==> config.mk <==
export PLATFORM = sky130hd
export DESIGN_NAME = status_capture_reg
export DESIGN_NICKNAME = d
export VERILOG_FILES = /design/src/rtl/status_capture_reg.sv
export SDC_FILE = /design/constraint.sdc
export NUM_CORES = 1
export LEC_CHECK = 0
export BUFFER_PORTS_ARGS = -buffer_cell sky130_fd_sc_hd__buf_2
export CAP_MARGIN = 20
export CORE_MARGIN = 2
export CORE_UTILIZATION = 43
export CTS_CLUSTER_SIZE = 14
export DETAILED_ROUTE_END_ITERATION = 6
export MAX_ROUTING_LAYER = met4
export PLACE_DENSITY_LB_ADDON = 0.25
export SLEW_MARGIN = 20
export SYNTH_ARGS = -nofsm -noshare
export SYNTH_HDL_FRONTEND = slang
export SYNTH_SLANG_ARGS = --single-unit
==> constraint.sdc <==
create_clock -name clock -period 0.8 [get_ports clock]
set_input_delay 0.04 -clock clock [delete_from_list [all_inputs] [get_ports clock]]
set_output_delay 0.04 -clock clock [all_outputs]
set_load 0.05 [all_outputs]
==> src/rtl/status_capture_reg.sv <==
// Hardware-to-CPU status register: conditions up to 8 fabric status inputs, holds them
// transparent or sticky (clear-on-read), serves one-cycle CPU reads and a masked level irq.
module status_capture_reg #(
   parameter int         NumInputs  = 8,
   parameter bit         SyncInputs = 1'b1,
   parameter logic [7:0] StickyMask = 8'h00,
   parameter logic [7:0] IntMask    = 8'h00
) (
   input  logic       clock,
   input  logic       reset,
   input  logic [7:0] status_in,
   input  logic       rd_req,
   output logic [7:0] rd_data,
   output logic       rd_valid,
   input  logic       int_en,
   output logic       irq,
   output logic [7:0] status_view
);

   function automatic logic [7:0] live_mask(input int n);
      logic [7:0] m;
      m = 8'h00;
      for (int i = 0; i < 8; i++) begin
         if (i < n) begin
            m[i] = 1'b1;
         end else begin
            m[i] = 1'b0;
         end
      end
      return m;
   endfunction

   localparam logic [7:0] LiveMask = live_mask(NumInputs);

   logic [7:0] sync1_q, sync1_d;
   logic [7:0] sync2_q, sync2_d;
   logic [7:0] status_q, status_d;
   logic [7:0] rd_data_q, rd_data_d;
   logic       rd_valid_q, rd_valid_d;
   logic       irq_q, irq_d;
   logic [7:0] cond_s;
   logic [7:0] keep_s;

   // Next-state logic: conditioning, sticky/transparent update, read capture and irq.
   always_comb begin
      sync1_d = status_in & LiveMask;
      sync2_d = sync1_q;
      if (SyncInputs) begin
         cond_s = sync2_q & LiveMask;
      end else begin
         cond_s = status_in & LiveMask;
      end
      // A read clears sticky bits at the same edge it snapshots them; a new event still sets.
      keep_s   = status_q & ~{8{rd_req}};
      status_d = (cond_s & ~StickyMask) | ((cond_s | keep_s) & StickyMask);
      if (rd_req) begin
         rd_data_d = status_q;
      end else begin
         rd_data_d = rd_data_q;
      end
      rd_valid_d = rd_req;
      irq_d      = int_en & (|(status_q & IntMask & LiveMask));
   end

   // State registers with asynchronous active-low clear.
   always_ff @(posedge clock or negedge reset) begin
      if (!reset) begin
         sync1_q    <= 8'h00;
         sync2_q    <= 8'h00;
         status_q   <= 8'h00;
         rd_data_q  <= 8'h00;
         rd_valid_q <= 1'b0;
         irq_q      <= 1'b0;
      end else begin
         sync1_q    <= sync1_d;
         sync2_q    <= sync2_d;
         status_q   <= status_d;
         rd_data_q  <= rd_data_d;
         rd_valid_q <= rd_valid_d;
         irq_q      <= irq_d;
      end
   end

   assign rd_data     = rd_data_q;
   assign rd_valid    = rd_valid_q;
   assign irq         = irq_q;
   assign status_view = status_q;

endmodule

# Yosys cells after proc, flatten, opt, wreduce, memory -nomap -nowiden
# Index checks and enable logic that the tools add are counted.
# totals
register_bits	33
input_bits	12
word_cells	5
output_inout_bits	18

# Depth between registers and ports, before layout
# Gate-level depths: netlist of the first run.
# logic_depth
word_depth	0
ltp_mapped	2
depth_no_buf	1

# Least setup slack after synthesis of the first run
# No wires, ideal clock.
# synth_path
path_kind	register to register
from	register rd_data[0] (netlist name)
to	register rd_data_q[0] (netlist: rd_data[0])
required_time_ns	0.675
arrival_time_ns	0.869
path_stages_with_launch	2
synth_period_minus_slack_ns	0.994
path_buffers	0
slack_ns	-0.194
setup_time_ns	0.125
path_cell_list	dfrtp_1 > mux2_4
# synth_rtl
item	line_no	source
end signal: assignment	78	rd_data_q <= rd_data_d;
end: declaration	38	logic [7:0] rd_data_q, rd_data_d;

# Final worst setup path of the first run
# layout_path
from	register rd_data_q[3] (netlist: rd_data[3])
to	output port rd_data[3]
# layout_rtl
item	line_no	source
end: declaration	13	output logic [7:0] rd_data,
# No word-level cell between the ends.

==> key figures, run 1 <==
Logic synthesis
  • Post-synthesis cell count: between 40 and 50
  • Area contributors post-synth: dfrtp_1 85%, mux2_4 12%, buf_6 1.2%
  • Warnings, synthesis: 0
  • Synth Register Bits: 33
  • Avg Cell Area, Syn: ~22 µm²
  • Count of different cell masters after synthesis: 5
  • Post-synthesis sequential area ratio: about 85%
  • Synth Cell Area: 968.4 µm²
  • Synth top area share: between 80 and 90%
  • Post-Syn Nets: 56
  • Synth area leader: dfrtp_1

Setup path
  • CP required: ~0.76 ns
  • R2r endpoint: rd_data[2]$_DFFE_PN0P_
  • CP endpoint kind: output pin
  • Reg2reg setup slack: -0.11 ns
  • Buf/Inv on CP: 1
  • Worst Setup Path Type: register to output pin
  • CP Cell Sequence: buf_6
  • Reg2Reg Launch Point: status_view[2]$_DFF_PN0_
  • Slowest cell on crit path: dfrtp_2
  • Critical path data arrival time: 0.90 ns
  • Number of cells on the critical path: 1
  • Crit path largest cell delay: 0.43 ns
  • Cells on worst reg2reg path: 2
  • Worst Path Max Fanout: 2
  • Startpoint types: register
  • CP Launch Point: rd_data[3]$_DFFE_PN0P_
  • Critical path's top delay family: flip-flops

Power and ir drop
  • Pleak: between 0.6 and 0.7 nW
  • Pwr Density: between 2000 and 2500 nW/µm²
  • Final Power: around 3.5 mW
  • Maximum vdd drop: between 1.5 and 2 mV

Min path
  • Hold Path Depth: 2
  • Hold EP: rd_data[5]$_DFFE_PN0P_
  • Worst Hold Class: input pin to register
  • Worst hold start: rd_req

GRT
  • First-pass GRT wire length: ~2400 µm
  • Initial antenna violation count: 0
  • Final global-route overflow total: 0
  • Total GRT Usage: between 10 and 15%
  • Vias in the first global route: 563
  • Largest net degree at the start of global routing: 34

Status
  • Outcome: finished, violations left
  • Failing checks: setup timing

Placement
  • Pre-CTS setup slack: about 0.027 ns
  • RePlAce Congestion: between 0.6 and 0.7
  • Port buffer count: 27

Floorplanning
  • Full die area: 2648 µm²
  • Core area: 2170 µm²
  • Standard-cell rows: 17
  • Chip Width: ~50 µm
  • Io pins: 30
  • Die height: about 50 µm
  • Starting Density: ~45%

Clock network
  • Reg clk slew, reported paths: ~0.1 ns
  • CTS tree: built
  • Clock Path Buffers: 2
  • Root buffer cell: clkbuf_4
  • H-tree depth: 2
  • Sink Count: 33
  • Skew-Pair Late Insertion Delay: 0.32 ns
  • CTS buffer count: 5

STA
  • Final number of hold-violating endpoints: 0
  • Max-slew violation count: 0
  • Hold Slack: around 0.16 ns
  • Fin crit period: between 0.9 and 1 ns
  • Post-route clock period utilization: 117.9%
  • Final setup fails: 21
  • Fmax: between 1 and 1.5 GHz
  • Max Clock Skew: around 0.0077 ns
  • Slack of the critical path: -0.1433 ns
  • Unrepaired setup endpoints after global routing: yes

Route
  • Post-DRT Antenna Nets: 0
  • WL final: 1393 µm
  • DRC: 0
  • DRT Pass-1 Iters: 5
  • Drt wl/cell: ~12 µm
  • Vias/cell: approximately 4.2
  • Via count: 498
  • DRT iter0 DRCs: 3

Finish
  • Share of cells above drive strength 1: 69.57%
  • Core Util, Final: between 60% and 70%
  • Area Overhead vs Synth: 52.20%
  • Diodes inserted: 0
  • Number of fill cells: 158
  • Layout Nets: just over 100

Run
  • Max Cap Viol: 0
## registers in the layout (all words and copies together), names as in the netlist
signal and cells:
cond_s 8, rd_data 8, status_view 8, sync1_q 8, rd_valid 1
## repair_timing
item	CTS	global route
endpoints found under the hold margin	42	0
gates resized for setup	34	2
buffers inserted	3	1
setup endpoints to repair	17	25
hold buffers	10	0
gates cloned	0	0
## Yosys cell counts, drive strengths merged
cell type,n
buf,2
conb,1
dfrtp,33
mux2,8
## worst max-delay path by stage
stage / end / slack, ns
2_1_floorplan: rd_data[0]$_DFFE_PN0P_ / -0.11
3_3_place_gp: rd_data[4]$_DFFE_PN0P_ / 0.03
3_5_place_dp: rd_data[7]$_DFFE_PN0P_ / 0.03
4_1_cts: rd_data[5] / -0.16
5_1_grt: rd_data[2] / -0.19
6_report: rd_data[3] / -0.14
## per-layer routing
layer  vias up  track usage (%)  share of wire [%]
met4         0            5.263                  0
met2        19            21.58                 54
met5         -                -                  0
li1        233                -                  -
met1       246            14.31                 40
met3         0            8.772                5.7
## cell usage in the layout (no fill, tap or decap)
master and n:
buf_12 1, buf_6 19, clkbuf_8 2, dlygate4sd3_1 10
buf_2 10, mux2_4 8, clkbuf_4 5, buf_4 2
dfrtp_1 17, clkinv_2 1, dfrtp_2 16, conb_1 1
## cell type report
| type | instances | area, µm² | area share [%] |
|---|---|---|---|
| Multi-Input combinational cell | 9 | 123.9 | 8.404 |
| Clock inverter | 1 | 5.005 | 0.3396 |
| Sequential cell | 33 | 845.8 | 57.39 |
| Timing Repair Buffer | 42 | 399.1 | 27.08 |
| Tap cell | 28 | 35.03 | 2.377 |
| Clock buffer | 7 | 65.06 | 4.414 |
## power by group
part           internal [mW]  switching (mW)
sequential              1.78          0.0559
combinational          0.267           0.337
clock                  0.509           0.509
## kinds of logic (layout without fill, tap and decap cells)
logic type / after synthesis / after routing / synth area share, %
buffers and inverters: 2 / 50 / 1.938
DFF: 33 / 33 / 85.27
muxes: 8 / 8 / 12.40
other: 1 / 1 / 0.3872
## metrics by stage
step	area (µm²)	std cells	TNS, ns
2_1_floorplan	988.4	44	-0.8757
3_3_place_gp	1160	98	0
3_5_place_dp	1160	98	0
4_1_cts	1459	119	-2.905
5_1_grt	1474	120	-3.685
6_report	1474	120	-2.664
## worst register-to-register path: stages, from the launching register on
cell and delay, ns:
dfrtp_2 0.42, buf_4 0.14, mux2_4 0.24
Power figures use the tool's default switching activity.
==> run 2: changes to the inputs <==
--- a/config.mk
+++ b/config.mk
@@ -6,13 +6,13 @@
 export NUM_CORES = 1
 export LEC_CHECK = 0
 export BUFFER_PORTS_ARGS = -buffer_cell sky130_fd_sc_hd__buf_2
-export CAP_MARGIN = 20
+export CAP_MARGIN = 40
 export CORE_MARGIN = 2
 export CORE_UTILIZATION = 43
 export CTS_CLUSTER_SIZE = 14
 export DETAILED_ROUTE_END_ITERATION = 6
 export MAX_ROUTING_LAYER = met4
-export PLACE_DENSITY_LB_ADDON = 0.25
+export PLACE_DENSITY = 0.72
 export SLEW_MARGIN = 20
 export SYNTH_ARGS = -nofsm -noshare
 export SYNTH_HDL_FRONTEND = slang
==> key figures, run 2 (synthesis gave the netlist of run 1 again) <==
Status
  • Outcome: finished, violations left (unchanged)
  • Failing checks: setup timing (unchanged)

Floorplanning
  • Starting Density: 44.64% (unchanged)
  • Io pins: 30 (unchanged)
  • Full die area: 2648 µm² (unchanged)
  • Die height: 51.46 µm (unchanged)
  • Standard-cell rows: 17 (unchanged)
  • Core area: 2170 µm² (unchanged)
  • Chip Width: 51.46 µm (unchanged)

Placement
  • RePlAce Congestion: 0.6082 (was 0.6069)
  • Pre-CTS setup slack: 0.02628 ns (was 0.02671 ns)
  • Dpl cells: 98 (unchanged)
  • Port buffer count: 27 (unchanged)

Finish
  • Commonest cells after routing, fill and taps aside: 19 x buf_6, 17 x dfrtp_1, 16 x dfrtp_2, 10 x dlygate4sd3_1, 10 x buf_2 (unchanged)
  • Share of cells above drive strength 1: 65.56% (was 69.57%)
  • Layout Nets: 101 (was 103)
  • Sequential cell area: 845.8 µm² (unchanged)
  • Area Overhead vs Synth: 48.45% (was 52.20%)
  • Area of the multi-input gates: 123.9 µm² (unchanged)
  • Post-Layout Cell Count: 118 (was 120)
  • Number of fill cells: 157 (was 158)
  • Diodes inserted: 0 (unchanged)
  • Commonest non-fill, non-tap cell in the layout: buf_6 (unchanged)

Setup path
  • CP Cell Sequence: buf_6 (unchanged)
  • Worst Setup Path Type: register to output pin (unchanged)
  • Worst Path Max Fanout: 2 (unchanged)
  • CP required: 0.76 ns (about the same)
  • Critical path data arrival time: 0.88 ns (was 0.90 ns)
  • Startpoint types: register (unchanged)
  • Crit path largest cell delay: 0.42 ns (was 0.43 ns)
  • CP endpoint kind: output pin (unchanged)
  • Slowest cell on crit path: dfrtp_2 (unchanged)
  • Critical path's top delay family: flip-flops (unchanged)
  • Buf/Inv on CP: 1 (unchanged)

Clock network
  • Skew-Pair Late Insertion Delay: 0.30 ns (was 0.32 ns)
  • CTS tree: built (unchanged)
  • Clock Path Buffers: 2 (unchanged)
  • CTS buffer count: 5 (unchanged)
  • Sink Count: 33 (unchanged)
  • Reg clk slew, reported paths: 0.08 ns (was 0.10 ns)
  • H-tree depth: 2 (unchanged)
  • Root buffer cell: clkbuf_4 (unchanged)

Power and ir drop
  • Final Power: 3.214 mW (was 3.459 mW)
  • Pwr Density: 2236 nW/µm² (was 2347 nW/µm²)
  • Maximum vdd drop: 1.320 mV (was 1.738 mV)
  • Pleak: 0.6698 nW (was 0.6942 nW)

STA
  • Max-slew violation count: 0 (unchanged)
  • Fin crit period: 0.9180 ns (was 0.9433 ns)
  • Final number of hold-violating endpoints: 0 (unchanged)
  • Unrepaired setup endpoints after global routing: yes (unchanged)
  • Final setup fails: 19 (was 21)
  • Hold Slack: 0.1766 ns (was 0.1558 ns)
  • Max Clock Skew: 0.001814 ns (was 0.007721 ns)
  • Post-route clock period utilization: 114.8% (was 117.9%)
  • Slack of the critical path: -0.1180 ns (was -0.1433 ns)
  • Fmax: 1.089 GHz (was 1.060 GHz)

GRT
  • First-pass GRT wire length: 2097 µm (was 2401 µm)
  • Total GRT Usage: 12.23% (was 13.95%)
  • Vias in the first global route: 443 (was 563)
  • Initial antenna violation count: 0 (unchanged)
  • Largest net degree at the start of global routing: 34 (unchanged)
  • Final global-route overflow total: 0 (unchanged)

Route
  • Via count: 490 (was 498)
  • Drt wl/cell: 10.91 µm (was 11.61 µm)
  • DRT Pass-1 Iters: 4 (was 5)
  • WL final: 1287 µm (was 1393 µm)
  • DRT iter0 DRCs: 2 (was 3)
  • DRC: 0 (unchanged)
  • Post-DRT Antenna Nets: 0 (unchanged)
  • Vias/cell: 4.153 (was 4.150)

Run
  • Max Cap Viol: 0 (unchanged)

Min path
  • Worst Hold Class: input pin to register (unchanged)
[run 2: changes by cell type in the layout (fill, tap and decap cells not counted)]
| cell | before | now |
|---|---|---|
| buf_4 | 2 | 0 |
| clkbuf_8 | 2 | 0 |
| clkinv_2 | 1 | 0 |
| clkbuf_1 | 0 | 3 |
[run 2: metrics by stage]
step	cell area, µm²	util, %	TNS [ns]
final	1438	66.26	-2.070
after global routing	1438	66.26	-3.076
after CTS	1415	65.22	-2.193
after detailed placement	1160	53.46	0
after global placement	1160	53.46	0
after floorplan	988.4	-	-0.8757
[run 2: path summary, 6_finish.rpt]
kind / startpoint / end / slack [ns] / depth (start not counted)
max: status_view[7]$_DFF_PN0_ / status_view[7] / -0.12 / 1
min: rd_req / rd_data[0]$_DFFE_PN0P_ / 0.18 / 2
max reg2reg: rd_data[3]$_DFFE_PN0P_ / rd_data[3]$_DFFE_PN0P_ / -0.10 / 2
min reg2reg: cond_s[1]$_DFF_PN0_ / status_view[1]$_DFF_PN0_ / 0.35 / 0
max in group asynchronous: reset / rd_data[4]$_DFFE_PN0P_ / 0.41 / 3
min in group asynchronous: reset / rd_data[1]$_DFFE_PN0P_ / 0.21 / 3
[run 2: layout make-up]
class	instances	area share (%)
clock buffer	8	3.394
multi-input combinational	9	8.616
sequential	33	58.83
tap	28	2.437
timing repair buffer	40	26.72
[run 2: power by group]
group / leakage [nW] / total, mW / switching (mW) / internal (mW)
registers: 0.369 / 1.84 / 0.0575 / 1.78
clock network: 0.0265 / 0.791 / 0.441 / 0.350
logic: 0.274 / 0.584 / 0.330 / 0.253
total: 0.670 / 3.21 / 0.829 / 2.38
[run 2: routing by layer]
| metal | vias to the layer above | wire length (µm) | global-route usage (%) |
|---|---|---|---|
| met2 | 25 | 638 | 17.09 |
| met5 | - | 0 | - |
| met4 | 0 | 0 | 5.263 |
| li1 | 230 | - | - |
| met1 | 235 | 541 | 13.83 |
| met3 | 0 | 108 | 7.895 |
[run 2: repair_timing]
action,in CTS,in global routing
hold buffers,10,0
setup buffers,0,2
endpoints found under the hold margin,42,0
gates resized for setup,34,2
setup endpoints to repair,17,25
gates cloned,0,0
